[config.mk]
export PLATFORM = sky130hd
export DESIGN_NAME = mhp_frame_tx_flat
export DESIGN_NICKNAME = d
export VERILOG_FILES = /design/src/rtl/mhp_frame_tx_pkg.sv /design/src/rtl/mhp_frame_tx_if.sv /design/src/rtl/mhp_csum16.sv /design/src/rtl/mhp_frame_tx.sv /design/src/flat_wrapper.sv
export SDC_FILE = /design/constraint.sdc
export NUM_CORES = 1
export LEC_CHECK = 0
export ABC_AREA = 1
export ABC_CLOCK_PERIOD_IN_PS = 26000
export CORE_MARGIN = 1
export CORE_UTILIZATION = 57
export DETAILED_ROUTE_END_ITERATION = 10
export PLACE_DENSITY = 0.86
export RECOVER_POWER = 25
export SKIP_LAST_GASP = 1
export SYNTH_ARGS = -nofsm -noshare
export SYNTH_HDL_FRONTEND = slang
export SYNTH_SLANG_ARGS = --single-unit
[constraint.sdc]
create_clock -name clk -period 26 [get_ports clk]
set_input_delay 3.9 -clock clk [delete_from_list [all_inputs] [get_ports clk]]
set_output_delay 3.9 -clock clk [all_outputs]
set_load 0.02 [all_outputs]
[src/rtl/mhp_frame_tx_pkg.sv]
// Shared constants and state type for the MHP frame serializer and its RX counterpart.
package mhp_frame_tx_pkg;
  localparam int MHP_HDR_BYTES  = 7;
  localparam int MHP_CSUM_BYTES = 2;

  // Byte offsets of the header fields inside the 7-byte header
  localparam int OFF_DST     = 0;
  localparam int OFF_SRC     = 2;
  localparam int OFF_SIZE    = 4;
  localparam int OFF_DIRTYPE = 6;

  typedef enum logic [2:0] {
    ST_IDLE = 3'd0,
    ST_HDR  = 3'd1,
    ST_PAY  = 3'd2,
    ST_CSUM = 3'd3,
    ST_DONE = 3'd4
  } state_t;
endpackage

[src/rtl/mhp_frame_tx_if.sv]
// Valid/ready byte stream between the frame serializer and the TX FIFO/UART.
interface mhp_frame_tx_if;
  logic [7:0] o_wdata;
  logic       o_wvalid;
  logic       o_wlast;
  logic       i_wready;

  modport master (output o_wdata, output o_wvalid, output o_wlast, input i_wready);
  modport slave  (input o_wdata, input o_wvalid, input o_wlast, output i_wready);
endinterface

[src/rtl/mhp_csum16.sv]
// 16-bit additive byte checksum, shared with the RX frame checker.
module mhp_csum16 (
  input  logic        clk,
  input  logic        rst,
  input  logic        i_clear,
  input  logic        i_add_en,
  input  logic [7:0]  i_byte,
  output logic [15:0] o_sum
);
  logic [15:0] r_sum;

  // Running sum; clear has priority over accumulation
  always_ff @(posedge clk or posedge rst) begin
    if (rst)           r_sum <= '0;
    else if (i_clear)  r_sum <= '0;
    else if (i_add_en) r_sum <= r_sum + {8'h00, i_byte};
  end

  assign o_sum = r_sum;
endmodule

[src/rtl/mhp_frame_tx.sv]
// MHP frame serializer: header, clipped payload and optional checksum over a byte stream.
// state | meaning
// IDLE  | waiting for start
// HDR   | sending the 7 header bytes (first cycle loads byte 0)
// PAY   | sending L = min(i_size, PAYLOAD_BYTES) payload bytes
// CSUM  | sending checksum high then low byte
// DONE  | one-cycle done pulse, start ignored
module mhp_frame_tx
  import mhp_frame_tx_pkg::*;
#(
  parameter int PAYLOAD_BYTES = 42,
  parameter bit CSUM_EN       = 1'b1
) (
  input  logic                       clk,
  input  logic                       rst,
  input  logic                       start,
  output logic                       busy,
  output logic                       done,
  input  logic [15:0]                i_dst,
  input  logic [15:0]                i_src,
  input  logic [15:0]                i_size,
  input  logic                       i_dir,
  input  logic [6:0]                 i_type,
  input  logic [PAYLOAD_BYTES*8-1:0] i_payload,
  mhp_frame_tx_if.master             wr,
  output logic                       o_clip
);
  localparam int CW = ($clog2(PAYLOAD_BYTES + 1) > 3) ? $clog2(PAYLOAD_BYTES + 1) : 3;
  localparam int PW = $clog2(PAYLOAD_BYTES * 8);

  state_t                     r_state, w_state_nxt;
  logic [CW-1:0]              r_cnt, w_cnt_nxt, w_cnt_inc, r_len, w_len_in;
  logic [MHP_HDR_BYTES*8-1:0] r_hdr;
  logic [PAYLOAD_BYTES*8-1:0] r_payload;
  logic                       r_clip, r_valid, r_last, w_valid_nxt, w_last_nxt;
  logic [7:0]                 r_data, w_data_nxt, w_hdr_byte, w_pay_byte;
  logic                       w_accept, w_start_acc, w_csum_add;
  logic [15:0]                w_sum, w_sum_fin;
  logic [2:0]                 w_hidx;
  logic [CW-1:0]              w_pidx;
  logic [5:0]                 w_hbit;
  logic [PW-1:0]              w_pbit;

  assign w_start_acc = (r_state == ST_IDLE) && start;
  assign w_accept    = r_valid && wr.i_wready;
  assign w_csum_add  = w_accept && ((r_state == ST_HDR) || (r_state == ST_PAY));
  assign w_cnt_inc   = r_cnt + CW'(1);
  assign w_len_in    = (i_size > 16'(PAYLOAD_BYTES)) ? CW'(PAYLOAD_BYTES) : CW'(i_size);

  // Byte to load next: the following header/payload byte, or byte 0 when entering a field
  assign w_hidx     = r_valid ? w_cnt_inc[2:0] : 3'd0;
  assign w_hbit     = {w_hidx, 3'b000};
  assign w_hdr_byte = r_hdr[w_hbit +: 8];
  assign w_pidx     = (r_state == ST_PAY) ? w_cnt_inc : '0;
  assign w_pbit     = PW'(w_pidx) << 3;
  assign w_pay_byte = r_payload[w_pbit +: 8];

  // Checksum high byte must include the payload byte being accepted on the same edge
  assign w_sum_fin = w_sum + {8'h00, r_data};

  mhp_csum16 u_csum (
    .clk      (clk),
    .rst      (rst),
    .i_clear  (w_start_acc),
    .i_add_en (w_csum_add),
    .i_byte   (r_data),
    .o_sum    (w_sum)
  );

  // Next-state and next output byte; output register only moves on load or accepted beat
  always_comb begin
    w_state_nxt = r_state;
    w_cnt_nxt   = r_cnt;
    w_valid_nxt = r_valid;
    w_data_nxt  = r_data;
    w_last_nxt  = r_last;
    case (r_state)
      ST_IDLE: begin
        if (start) begin
          w_state_nxt = ST_HDR;
          w_cnt_nxt   = '0;
        end
      end
      ST_HDR: begin
        if (!r_valid) begin
          w_valid_nxt = 1'b1;
          w_data_nxt  = w_hdr_byte;
          w_last_nxt  = 1'b0;
        end else if (w_accept) begin
          if (r_cnt == CW'(MHP_HDR_BYTES - 1)) begin
            w_cnt_nxt = '0;
            if (r_len != '0) begin
              w_state_nxt = ST_PAY;
              w_data_nxt  = w_pay_byte;
              w_last_nxt  = !CSUM_EN && (r_len == CW'(1));
            end else if (CSUM_EN) begin
              w_state_nxt = ST_CSUM;
              w_data_nxt  = w_sum_fin[15:8];
              w_last_nxt  = 1'b0;
            end else begin
              w_state_nxt = ST_DONE;
              w_valid_nxt = 1'b0;
              w_last_nxt  = 1'b0;
            end
          end else begin
            w_cnt_nxt  = w_cnt_inc;
            w_data_nxt = w_hdr_byte;
            w_last_nxt = !CSUM_EN && (r_len == '0) && (w_cnt_inc == CW'(MHP_HDR_BYTES - 1));
          end
        end
      end
      ST_PAY: begin
        if (w_accept) begin
          if (w_cnt_inc == r_len) begin
            w_cnt_nxt = '0;
            if (CSUM_EN) begin
              w_state_nxt = ST_CSUM;
              w_data_nxt  = w_sum_fin[15:8];
              w_last_nxt  = 1'b0;
            end else begin
              w_state_nxt = ST_DONE;
              w_valid_nxt = 1'b0;
              w_last_nxt  = 1'b0;
            end
          end else begin
            w_cnt_nxt  = w_cnt_inc;
            w_data_nxt = w_pay_byte;
            w_last_nxt = !CSUM_EN && ((w_cnt_inc + CW'(1)) == r_len);
          end
        end
      end
      ST_CSUM: begin
        if (w_accept) begin
          if (r_cnt != CW'(MHP_CSUM_BYTES - 1)) begin
            w_cnt_nxt  = w_cnt_inc;
            w_data_nxt = w_sum[7:0];
            w_last_nxt = 1'b1;
          end else begin
            w_state_nxt = ST_DONE;
            w_cnt_nxt   = '0;
            w_valid_nxt = 1'b0;
            w_last_nxt  = 1'b0;
          end
        end
      end
      ST_DONE: w_state_nxt = ST_IDLE;
      default: w_state_nxt = ST_IDLE;
    endcase
  end

  // State, byte counter and registered stream outputs
  always_ff @(posedge clk or posedge rst) begin
    if (rst) begin
      r_state <= ST_IDLE;
      r_cnt   <= '0;
      r_valid <= 1'b0;
      r_data  <= '0;
      r_last  <= 1'b0;
    end else begin
      r_state <= w_state_nxt;
      r_cnt   <= w_cnt_nxt;
      r_valid <= w_valid_nxt;
      r_data  <= w_data_nxt;
      r_last  <= w_last_nxt;
    end
  end

  // Capture header, payload, clipped length and clip flag at start acceptance
  always_ff @(posedge clk or posedge rst) begin
    if (rst) begin
      r_hdr     <= '0;
      r_payload <= '0;
      r_len     <= '0;
      r_clip    <= 1'b0;
    end else if (w_start_acc) begin
      r_hdr[8*OFF_DST +: 16]    <= i_dst;
      r_hdr[8*OFF_SRC +: 16]    <= i_src;
      r_hdr[8*OFF_SIZE +: 16]   <= i_size;
      r_hdr[8*OFF_DIRTYPE +: 8] <= {i_dir, i_type};
      r_payload                 <= i_payload;
      r_len                     <= w_len_in;
      r_clip                    <= (i_size > 16'(PAYLOAD_BYTES));
    end
  end

  assign busy        = (r_state == ST_HDR) || (r_state == ST_PAY) || (r_state == ST_CSUM);
  assign done        = (r_state == ST_DONE);
  assign wr.o_wdata  = r_data;
  assign wr.o_wvalid = r_valid;
  assign wr.o_wlast  = r_last;
  assign o_clip      = r_clip;
endmodule

[src/flat_wrapper.sv]
// flat-port wrapper written by rule: the top's interface ports become plain ports
module mhp_frame_tx_flat import mhp_frame_tx_pkg::*;
#(
  parameter int PAYLOAD_BYTES = 42,
  parameter bit CSUM_EN       = 1'b1
)
  (clk, rst, start, busy, done, i_dst, i_src, i_size, i_dir, i_type, i_payload, o_clip, wr_o_wdata, wr_o_wvalid, wr_o_wlast, wr_i_wready);
  mhp_frame_tx_if wr_i ();
  input  logic clk;
  input  logic rst;
  input  logic start;
  output logic busy;
  output logic done;
  input  logic [15:0] i_dst;
  input  logic [15:0] i_src;
  input  logic [15:0] i_size;
  input  logic i_dir;
  input  logic [6:0] i_type;
  input  logic [PAYLOAD_BYTES*8-1:0] i_payload;
  output logic o_clip;
  output wire logic [$bits(wr_i.o_wdata)-1:0] wr_o_wdata;
  output wire logic [$bits(wr_i.o_wvalid)-1:0] wr_o_wvalid;
  output wire logic [$bits(wr_i.o_wlast)-1:0] wr_o_wlast;
  input wire logic [$bits(wr_i.i_wready)-1:0] wr_i_wready;
  assign wr_o_wdata = wr_i.o_wdata;
  assign wr_o_wvalid = wr_i.o_wvalid;
  assign wr_o_wlast = wr_i.o_wlast;
  assign wr_i.i_wready = wr_i_wready;
  mhp_frame_tx #(.PAYLOAD_BYTES(PAYLOAD_BYTES), .CSUM_EN(CSUM_EN)) u_core (.clk(clk), .rst(rst), .start(start), .busy(busy), .done(done), .i_dst(i_dst), .i_src(i_src), .i_size(i_size), .i_dir(i_dir), .i_type(i_type), .i_payload(i_payload), .wr(wr_i), .o_clip(o_clip));
endmodule
# [Word-level counts from Yosys, hierarchy flattened]
# Cells that the tools add are included.
[classes] n_addsub=2 magnitude_cmp=1 eq_ne=17 shifts=2 muxes=41 reduce_logical=16
[ops] op="variable part select 336 x 10 -> 8 bit" n=1
[ops] op="two-way mux 8 bit" n=8
[ops] op="two-way mux 6 bit" n=10
[ops] op="variable part select 56 x 7 -> 8 bit" n=1
[ops] op="two-way mux 16 bit" n=2
[ops] op="two-way mux 3 bit" n=9
[ops] op="one-hot mux 6 bit (4 select lines)" n=1
[ops] op="one-hot mux 8 bit (3 select lines)" n=1
[ops] op="adder 16 x 8 -> 16 bit" n=1
[ops] op="> comparator 16 x 6 -> 1 bit (second input constant)" n=1
[ops] op="one-hot mux 3 bit (4 select lines)" n=1
[ops] op="!= test 2 x 1 -> 1 bit (second input constant)" n=5
[ops] op="!= test 2 bit (second input constant)" n=4
[ops] op="AND reduction 8 bit" n=1
[ops] op="two-way mux 1 bit" n=7
[ops] op="adder 6 x 1 -> 6 bit (second input constant)" n=1
[ops] op="equality test 3 x 2 -> 1 bit (second input constant)" n=2
[ops] op="equality test 6 x 3 -> 1 bit (second input constant)" n=1
[ops] op="equality test 6 bit" n=1
[ops] op="!= test 6 x 1 -> 1 bit (second input constant)" n=1
[ops] op="AND reduction 6 bit" n=1
[ops] op="nonzero test 6 bit" n=1
[ops] op="AND reduction 5 bit" n=1
[ops] op="nonzero test 2 bit" n=2
[ops] op="other kinds (12)" n=15
[word_totals] ff_bits=434

# [Depth between registers and ports, before layout]
# Gate-level depths: netlist of the first run.
[logic_depth] word_depth=8 depth_mapped=23 mapped_depth_nobuf=18

# [By module]
# Synthesis of the first run repeated with hierarchy kept, for this count alone.
[unflattened] cells_unflattened=2882 hier_area_um2=21739.6
[by_module_without_submodules] module="mhp_frame_tx" n_inst=1 cells_each=2702 area_each_um2=20518.4 seq_area_each_um2=10460.0
[by_module_without_submodules] module="mhp_csum16" n_inst=1 cells_each=180 area_each_um2=1221.2 seq_area_each_um2=400.4

# [Worst setup path before layout of the first run]
# Ideal clock, no wire load.
[synth_timing] path_type="input port to flip-flop" start="input port start" end="register u_core.r_len[1]" arrival_time_ns=5.026 path_slack_ns=20.841 cell_stages=6 path_buffers=3 cell_sequence="inv_1 -> nor3_1 -> buf_2 -> clkbuf_1 -> clkbuf_1 -> o211ai_1"
[synth_via] elab_chain_cells=1
[synth_lines] item="from (decl)" line_no="flat_wrapper.sv:11" text="input logic start;"
[synth_lines] item="logical AND 1 bit" line_no="mhp_frame_tx.sv:44" text="assign w_start_acc = (r_state == ST_IDLE) && start;"
[synth_lines] item="to (signal assigned)" line_no="mhp_frame_tx.sv:181" text="r_len <= w_len_in;"
[synth_lines] item="to (decl)" line_no="mhp_frame_tx.sv:32" text="logic [CW-1:0] r_cnt, w_cnt_nxt, w_cnt_inc, r_len, w_len_in;"
# Every way passes these cells.
# A chain may end at the register's enable or synchronous reset.

==> metrics.log, run 1 <==
INFO  metric worst-path-buf-inv = 5
INFO  metric critical_path_required = 26,540 ps
INFO  metric initial_antenna_violation_count = 2
INFO  metric power_per_cell_area = 115 nW/um^2
INFO  metric synth_area = 21,600 um^2
INFO  metric reg2reg_from = u_core.r_state[0]
INFO  metric cts_made_buffers = 45
INFO  metric crit_path_start = rst
INFO  metric floorplan.die.width = 197 um
INFO  metric detail_route.wl_per_cell = 19.3 um
INFO  metric cpPeakStageDelay = 3450 ps
INFO  metric power.ir.vdd_worst = 0.0680 mV
INFO  metric timing.critical_path.slowest_stage_cell = clkinvlp_2
INFO  metric cts_htree_levels = 2
INFO  metric via_count = 21,393
INFO  metric layout_common_cells = nand2_1 (1,120), dfrtp_1 (433), clkdlybuf4s50_1 (394)
INFO  metric place.gp.congestion = 0.927
INFO  metric initial_drt_pass_iterations = 7
INFO  metric number_of_flip_flops_and_latches_in_the_synthesized_netlist = 434
INFO  metric ctsRootBufferMaster = clkbuf_16
INFO  metric run_status = finished with violations
INFO  metric r2r.worst_path.cells = 9
INFO  metric grt_first_pass_wirelength = 113,000 um
INFO  metric floorplan.initialDensity = 0.585
INFO  metric cts_tree = yes
INFO  metric slew_violations = 339
INFO  metric max_freq = 80.1 MHz
INFO  metric layout_worst_path_cycle_share = 0.480
INFO  metric dpl-instance-area = 25,800 um^2
INFO  metric synth.lib_cells_used.distinct = 45
INFO  metric post_route_cells_drive_above_1_share = 0.0399
INFO  metric fillers = 2,758
INFO  metric post-route-min-period = 12,490 ps
INFO  metric route.detailed.drc = 0
INFO  metric yosys_warnings = 0
INFO  metric crit_path_end = u_core.r_payload[106]
INFO  metric hpwlAfterDp = 48,200 um
INFO  metric switching_share = 0.417
INFO  metric ctsLongestPathBuffers = 3
INFO  metric grt_max_degree = 284
INFO  metric netSwitchingPower = 1320 uW
INFO  metric gr-usage-all-layers = 0.376
INFO  metric mostFrequentLayoutCell = nand2_1
INFO  metric synthesis.instances = 2,878
INFO  metric timing.critical_path.max_delay_family = buffers and inverters
INFO  metric worstPathMaxFanout = 141
INFO  metric fin_nets = 3,585
INFO  metric grt_remaining_overflow = 0
INFO  metric slew-limit-headroom = -3.21
INFO  metric violations = max-capacitance violations, max-slew violations
INFO  metric portion_of_the_post_synthesis_area_used_by_sequential_elements = 0.502
INFO  metric worst_hold_slack = 468 ps
INFO  metric insertion_delay = 580 ps
INFO  metric p_leak = 0.0134 uW
INFO  metric die_area = 38,700 um^2
INFO  metric regToRegEndpoint = u_core.u_csum.o_sum[3]
INFO  metric wl = 72,000 um
INFO  metric synthToLayoutAreaGrowth = 26.3%
INFO  metric timing.critical_path.from_type = input port
INFO  metric synth_fp_nets = 3,286
INFO  metric power.combinational.fraction = 0.418
INFO  metric ctsResizeCount = 0
INFO  metric timing.setup.tns = 0 ps
INFO  metric die_h = 197 um
INFO  metric timing.critical_path.mode_cell = buf_4
INFO  metric timing.final.hold_violations = 0
INFO  metric final-setup-viol-count = 0
INFO  metric postLayoutCellArea = 27,300 um^2
INFO  metric holdBufCountCts = 0
INFO  metric power.share.sequential = 0.365
INFO  metric timing.reg2reg.setup_slack = 18,600 ps
INFO  metric clkSlewWorstSetupHoldPaths = 60 ps
INFO  metric timing.critical_path.cells = dlygate4sd3_1 > clkinvlp_2 > clkbuf_1 > buf_4 > buf_4
INFO  metric std_cell_rows = 70
INFO  metric endpoint_type_of_the_worst_setup_path = asynchronous set/reset pin
INFO  metric numPortBuffers = 408
INFO  metric cellInternalPower = 1840 uW
INFO  metric min-delay-path-class = reg2reg
INFO  metric share_clk_of_total_power = 0.217
INFO  metric cts_sink_cnt = 434
INFO  metric core_util_final = 0.739
INFO  metric count_of_nets_left_with_antenna_violations_after_detail_routing = 0
INFO  metric timing.setup.critical_path_class = in2async
INFO  metric cp_data_arrival_time = 13,030 ps
INFO  metric vias_in_the_first_global_route = 21,284
INFO  metric core_region_area = 37,000 um^2
INFO  metric rsz0062_at_grt = false
INFO  metric cap_viol_max_count = 4
INFO  metric dr.first_iter.drc_count = 2,559
INFO  metric io_pins = 409
INFO  metric worst_slew_pin_slew = 6280 ps
INFO  metric worst-path-stages = 5
INFO  metric post_cts_buffers = 0
INFO  metric syn_area_per_cell = 7.51 um^2
INFO  metric finalClockSkew = 12.3 ps
INFO  metric via_per_inst = 5.75
[worst min-delay path, cell delays in order, from the launching register on]
cell	delay, ps
dfrtp_1	340
nand2_1	50
nand2_1	50
[per-layer routing]
metal  wire [um]  track usage  vias to the layer above  part of all wire
li1            -            -                     9775                 -
met1       27400        0.480                    10140              0.38
met2       33600        0.606                     1250              0.47
met3        6860       0.0661                      228             0.095
met4        4070        0.214                        0             0.057
met5           0            0                        -                 0
[flip-flops by register name, summed over array words and instances (netlist names)]
signal               cells
u_core.r_state           3
u_core.wr.o_wlast        1
u_core.wr.o_wvalid       1
u_core.r_cnt             6
u_core.r_len             6
u_core.r_hdr            56
u_core.wr.o_wdata        8
u_core.r_payload       336
u_core.o_clip            1
u_core.u_csum.o_sum     16
[stage by stage]
step	cells	total power (uW)	setup WS, ps
2_1_floorplan	2878	2020	10010
3_3_place_gp	3634	2370	18090
3_5_place_dp	3634	2430	17980
4_1_cts	3716	3130	18570
5_1_grt	3717	3360	11870
6_report	3719	3150	13510
[power by group through the flow]
stage,clock [uW],sequential [uW],combinational [uW]
floorplan,0,1110,910
global placement,0,1140,1230
detailed placement,0,1150,1280
CTS,686,1140,1300
global route,713,1180,1470
finish,684,1150,1320
[cell type report]
cell class	count	area [um^2]	share of cell area
well taps	504	631	0.0231
diodes	3	7.51	0.000275
multi-input cells	1999	8980	0.329
clock inverters	16	195	0.00715
flip-flops and latches	434	10900	0.398
repair buffers	430	4250	0.156
clock buffers	66	1380	0.0504
inverters	267	1010	0.0368
[synth_stat cells, drive strengths merged]
master / instances / area share
nor2: 108 / 0.020
fa: 1 / 0.00093
nor3b: 1 / 0.00035
o21bai: 2 / 0.00069
a21oi: 75 / 0.018
o221ai: 1 / 0.00041
xor2: 11 / 0.0045
buf: 86 / 0.021
inv: 267 / 0.046
nor4: 1 / 0.00029
dfrtp: 434 / 0.50
ha: 11 / 0.0064
o22ai: 24 / 0.0069
nor3: 4 / 0.0012
o211ai: 46 / 0.016
xnor2: 1 / 0.00041
a211oi: 1 / 0.00035
a21boi: 3 / 0.0010
a22oi: 4 / 0.0014
o31ai: 2 / 0.00069
or2: 8 / 0.0023
nand3b: 2 / 0.00069
nand2: 1122 / 0.20
clkbuf: 92 / 0.016
nand4: 59 / 0.017
o21ai: 307 / 0.071
a21o: 2 / 0.00069
nand3: 201 / 0.048
o21a: 2 / 0.00069
[worst min path at each step]
stage                                     start                    end  slack (ps)  cells after the start
after global routing      u_core.r_payload[297]  u_core.r_payload[297]         490                      2
after CTS                  u_core.r_payload[85]   u_core.r_payload[85]         470                      2
final                           u_core.r_hdr[9]        u_core.r_hdr[9]         470                      2
after floorplan            u_core.r_payload[72]   u_core.r_payload[72]         430                      2
after detailed placement   u_core.r_payload[85]   u_core.r_payload[85]         450                      2
after global placement     u_core.r_payload[85]   u_core.r_payload[85]         450                      2
[cells by family after synthesis]
| family | Yosys count | synth area share |
|---|---|---|
| adders and majority gates | 12 | 0.00729 |
| AOI/OAI and AO/OA | 469 | 0.118 |
| xor gates and xnor gates | 12 | 0.00486 |
| DFF | 434 | 0.502 |
| buffers and inverters | 445 | 0.0831 |
| and+or+nand+nor | 1506 | 0.285 |
No activity file was read; power rests on OpenSTA's default activity.
==> run 2, diff against run 1 <==
Settings changed: ABC_CLOCK_PERIOD_IN_PS 26000 to 11250, CORE_UTILIZATION 57 to 48, PLACE_DENSITY 0.86 to 0.77.
Clock period 26 ns to 11.25 ns, I/O delays scaled along.
==> run 2 against run 1 <==
- the flow still finishes with violations (max-capacitance violations, max-slew violations)
- highest routed layer unchanged
- register-to-register slack lost 13000 ps
- cell area up 0.37%
- largest power group unchanged
- flip-flop and latch count is the same
- clock power rose by 130%
- sequential power grew 130%
- core utilization shrank 12 points
- critical path type is now in2reg
- via count decreased by 2.2%
- clock skew rose by 9.7 ps
- routed wire length increased by 0.46%
- global-route usage down 6.0 points
- worst setup slack got worse by 8500 ps
==> metrics.log, run 2 (same netlist as run 1, synthesis figures left out) <==
INFO  metric share_clk_of_total_power = 0.214 (-0.003)
INFO  metric global_route.usage.met3 = 0.0418 (-0.0242)
INFO  metric global_route.usage.met1 = 0.427 (-0.0536)
INFO  metric die_area = 45,900 um^2 (+19%)
INFO  metric min-delay-path-class = reg2reg
INFO  metric post_route_cells_drive_above_1_share = 0.0380 (-0.00186)
INFO  metric layout_common_cells = nand2_1 (1,120), dfrtp_1 (433), clkdlybuf4s50_1 (406)
INFO  metric total_area_of_multi_input_combinational_cells = 8980 um^2 (about the same)
INFO  metric critical_path_required = 11,710 ps (-14,830 ps)
INFO  metric timing.critical_path.from_type = input port
INFO  metric switching_share = 0.418 (+0.00120)
INFO  metric power.ir.vdd_worst = 0.157 mV (+130%)
INFO  metric insertion_delay = 590 ps (about the same)
INFO  metric fin_nets = 3,585 (unchanged)
INFO  metric detail_route.wl_per_cell = 19.0 um (-1.9%)
INFO  metric postLayoutCellArea = 27,400 um^2 (+0.37%)
INFO  metric grt_remaining_overflow = 0 (unchanged)
INFO  metric std_cell_rows = 77 (+10%)
INFO  metric gr-usage-all-layers = 0.315 (-0.0605)
INFO  metric cts_htree_levels = 2 (unchanged)
INFO  metric hpwlAfterDp = 49,600 um (+2.9%)
INFO  metric p_leak = 0.0134 uW (-0.15%)
INFO  metric floorplan.die.width = 214 um (+8.9%)
INFO  metric die_h = 214 um (+8.9%)
INFO  metric slew_violations = 152 (-55%)
INFO  metric count_of_nets_left_with_antenna_violations_after_detail_routing = 0 (unchanged)
INFO  metric timing.setup.critical_path_class = in2reg
INFO  metric ctsResizeCount = 0 (unchanged)
INFO  metric cts_tree = yes
INFO  metric holdBufCountCts = 0 (unchanged)
INFO  metric max_ffs_per_register = 336 (unchanged)
INFO  metric layout_worst_path_cycle_share = 0.553
INFO  metric netSwitchingPower = 3040 uW (+130%)
INFO  metric fillers = 3,919 (+42%)
INFO  metric dr.first_iter.drc_count = 2,271 (-11%)
INFO  metric core_region_area = 44,300 um^2 (+20%)
INFO  metric initial_antenna_violation_count = 5 (+3)
INFO  metric slew-limit-headroom = -1.07 (+2.14)
INFO  metric numPortBuffers = 408 (unchanged)
INFO  metric ctsLongestPathBuffers = 3 (unchanged)
INFO  metric grt_max_degree = 286 (+0.70%)
INFO  metric ctsRootBufferMaster = clkbuf_16
INFO  metric register_with_the_highest_flop_count = u_core.r_payload
INFO  metric worstPathMaxFanout = 91 (-35%)
INFO  metric endpoint_type_of_the_worst_setup_path = flip-flop
INFO  metric cts_sink_cnt = 434 (unchanged)
INFO  metric finalClockSkew = 22.0 ps (+9.74 ps)
INFO  metric post_cts_buffers = 0 (unchanged)
INFO  metric globalRoute.busiestLayer = met2
INFO  metric power.combinational.fraction = 0.421 (+0.003)
INFO  metric run_status = finished with violations
INFO  metric dpl-instance-area = 25,900 um^2 (+0.45%)
INFO  metric rsz0062_at_grt = false
INFO  metric vias_in_the_first_global_route = 20,817 (-2.2%)
INFO  metric power_per_cell_area = 265 nW/um^2 (+130%)
INFO  metric floorplan.initialDensity = 0.488 (-0.0971)
INFO  metric groute.layer.met2.usage = 0.505 (-0.100)
INFO  metric via_count = 20,917 (-2.2%)
INFO  metric route.detailed.drc = 0 (unchanged)
INFO  metric final-setup-viol-count = 0 (unchanged)
INFO  metric cellInternalPower = 4230 uW (+130%)
INFO  metric cp_data_arrival_time = 6680 ps (-6350 ps)
INFO  metric power.share.sequential = 0.365 (about the same)
INFO  metric place.gp.congestion = 0.904 (-2.5%)
INFO  metric mostFrequentLayoutCell = nand2_1
INFO  metric initial_drt_pass_iterations = 9 (+2)
INFO  metric timing.final.hold_violations = 0 (unchanged)
INFO  metric violations = max-capacitance violations, max-slew violations
INFO  metric timing.setup.tns = 0 ps (unchanged)
INFO  metric wl = 72,300 um (+0.46%)
INFO  metric cap_viol_max_count = 2 (-2)
INFO  metric grt_first_pass_wirelength = 115,000 um (+1.6%)
INFO  metric io_pins = 409 (unchanged)
INFO  metric max_freq = 161 MHz
INFO  metric via_per_inst = 5.49 (-4.5%)
INFO  metric clkSlewWorstSetupHoldPaths = 60 ps (about the same)
INFO  metric worst_slew_pin_slew = 3090 ps (-3190 ps)
INFO  metric cts_made_buffers = 47 (+4.4%)
INFO  metric layout.area.seq = 10,900 um^2 (unchanged)
INFO  metric synthToLayoutAreaGrowth = 26.8%
INFO  metric post-route-min-period = 6220 ps
-- run 2: cell types whose count changed in the layout (fill, tap and decap cells not counted), sizes merged --
cell	change
clkinvlp	+1
dlygate4sd3	-12
diode	+2
inv	+2
bufinv	-1
buf	-1
clkdlybuf4s50	+12
clkinv	-5
clkbuf	+3
-- run 2: power groups by stage --
stage	clock network [uW]	logic, uW	registers (uW)
2_1_floorplan	0	2100	2580
3_3_place_gp	0	2920	2640
3_5_place_dp	0	3000	2670
4_1_cts	1580	3020	2650
5_1_grt	1640	3440	2720
6_report	1560	3060	2660
-- run 2: path summary, 6_finish.rpt --
| path | startpoint | endpoint | slack, ps | cells past startpoint |
|---|---|---|---|---|
| worst max-delay path | start | u_core.u_csum.o_sum[11] | 5030 | 7 |
| worst min-delay path | u_core.r_hdr[47] | u_core.r_hdr[47] | 470 | 2 |
| worst max register to register | u_core.r_cnt[0] | u_core.wr.o_wdata[6] | 5720 | 20 |
| worst min register to register | u_core.r_hdr[47] | u_core.r_hdr[47] | 470 | 2 |
| max in group asynchronous | rst | u_core.r_hdr[4] | 7600 | 4 |
| min in group asynchronous | rst | u_core.r_payload[210] | 1860 | 3 |
-- run 2: stage by stage --
stage	std cells	power [uW]	setup WS, ps	hold WS [ps]	util
after floorplan	2878	4680	3700	434	-
after global placement	3720	5570	5980	450	0.584
after detailed placement	3720	5660	5850	454	0.584
after CTS	3803	7250	5810	469	0.619
after global routing	3808	7800	4400	490	0.618
final	3808	7270	5030	470	0.618
-- run 2: layer usage --
layer / vias to the layer above / wire [um]
li1: 9781 / -
met1: 9996 / 30100
met2: 985 / 33900
met3: 155 / 5210
met4: 0 / 3080
met5: - / 0
-- run 2: worst max-delay path, cell delays in order --
cell and delay (ps):
dlygate4sd3_1 530, inv_1 60, nor3_1 290, clkinvlp_2 2370, buf_4 1220, nand2_1 330, o22ai_1 130
-- run 2: area by class of cell --
type,instances,area share
sequential,434,0.396
multi-input combinational,1999,0.328
timing repair buffer,428,0.156
clock buffer,70,0.0501
inverter,267,0.0367
tap,592,0.0270
clock inverter,13,0.00603
antenna,5,0.000456
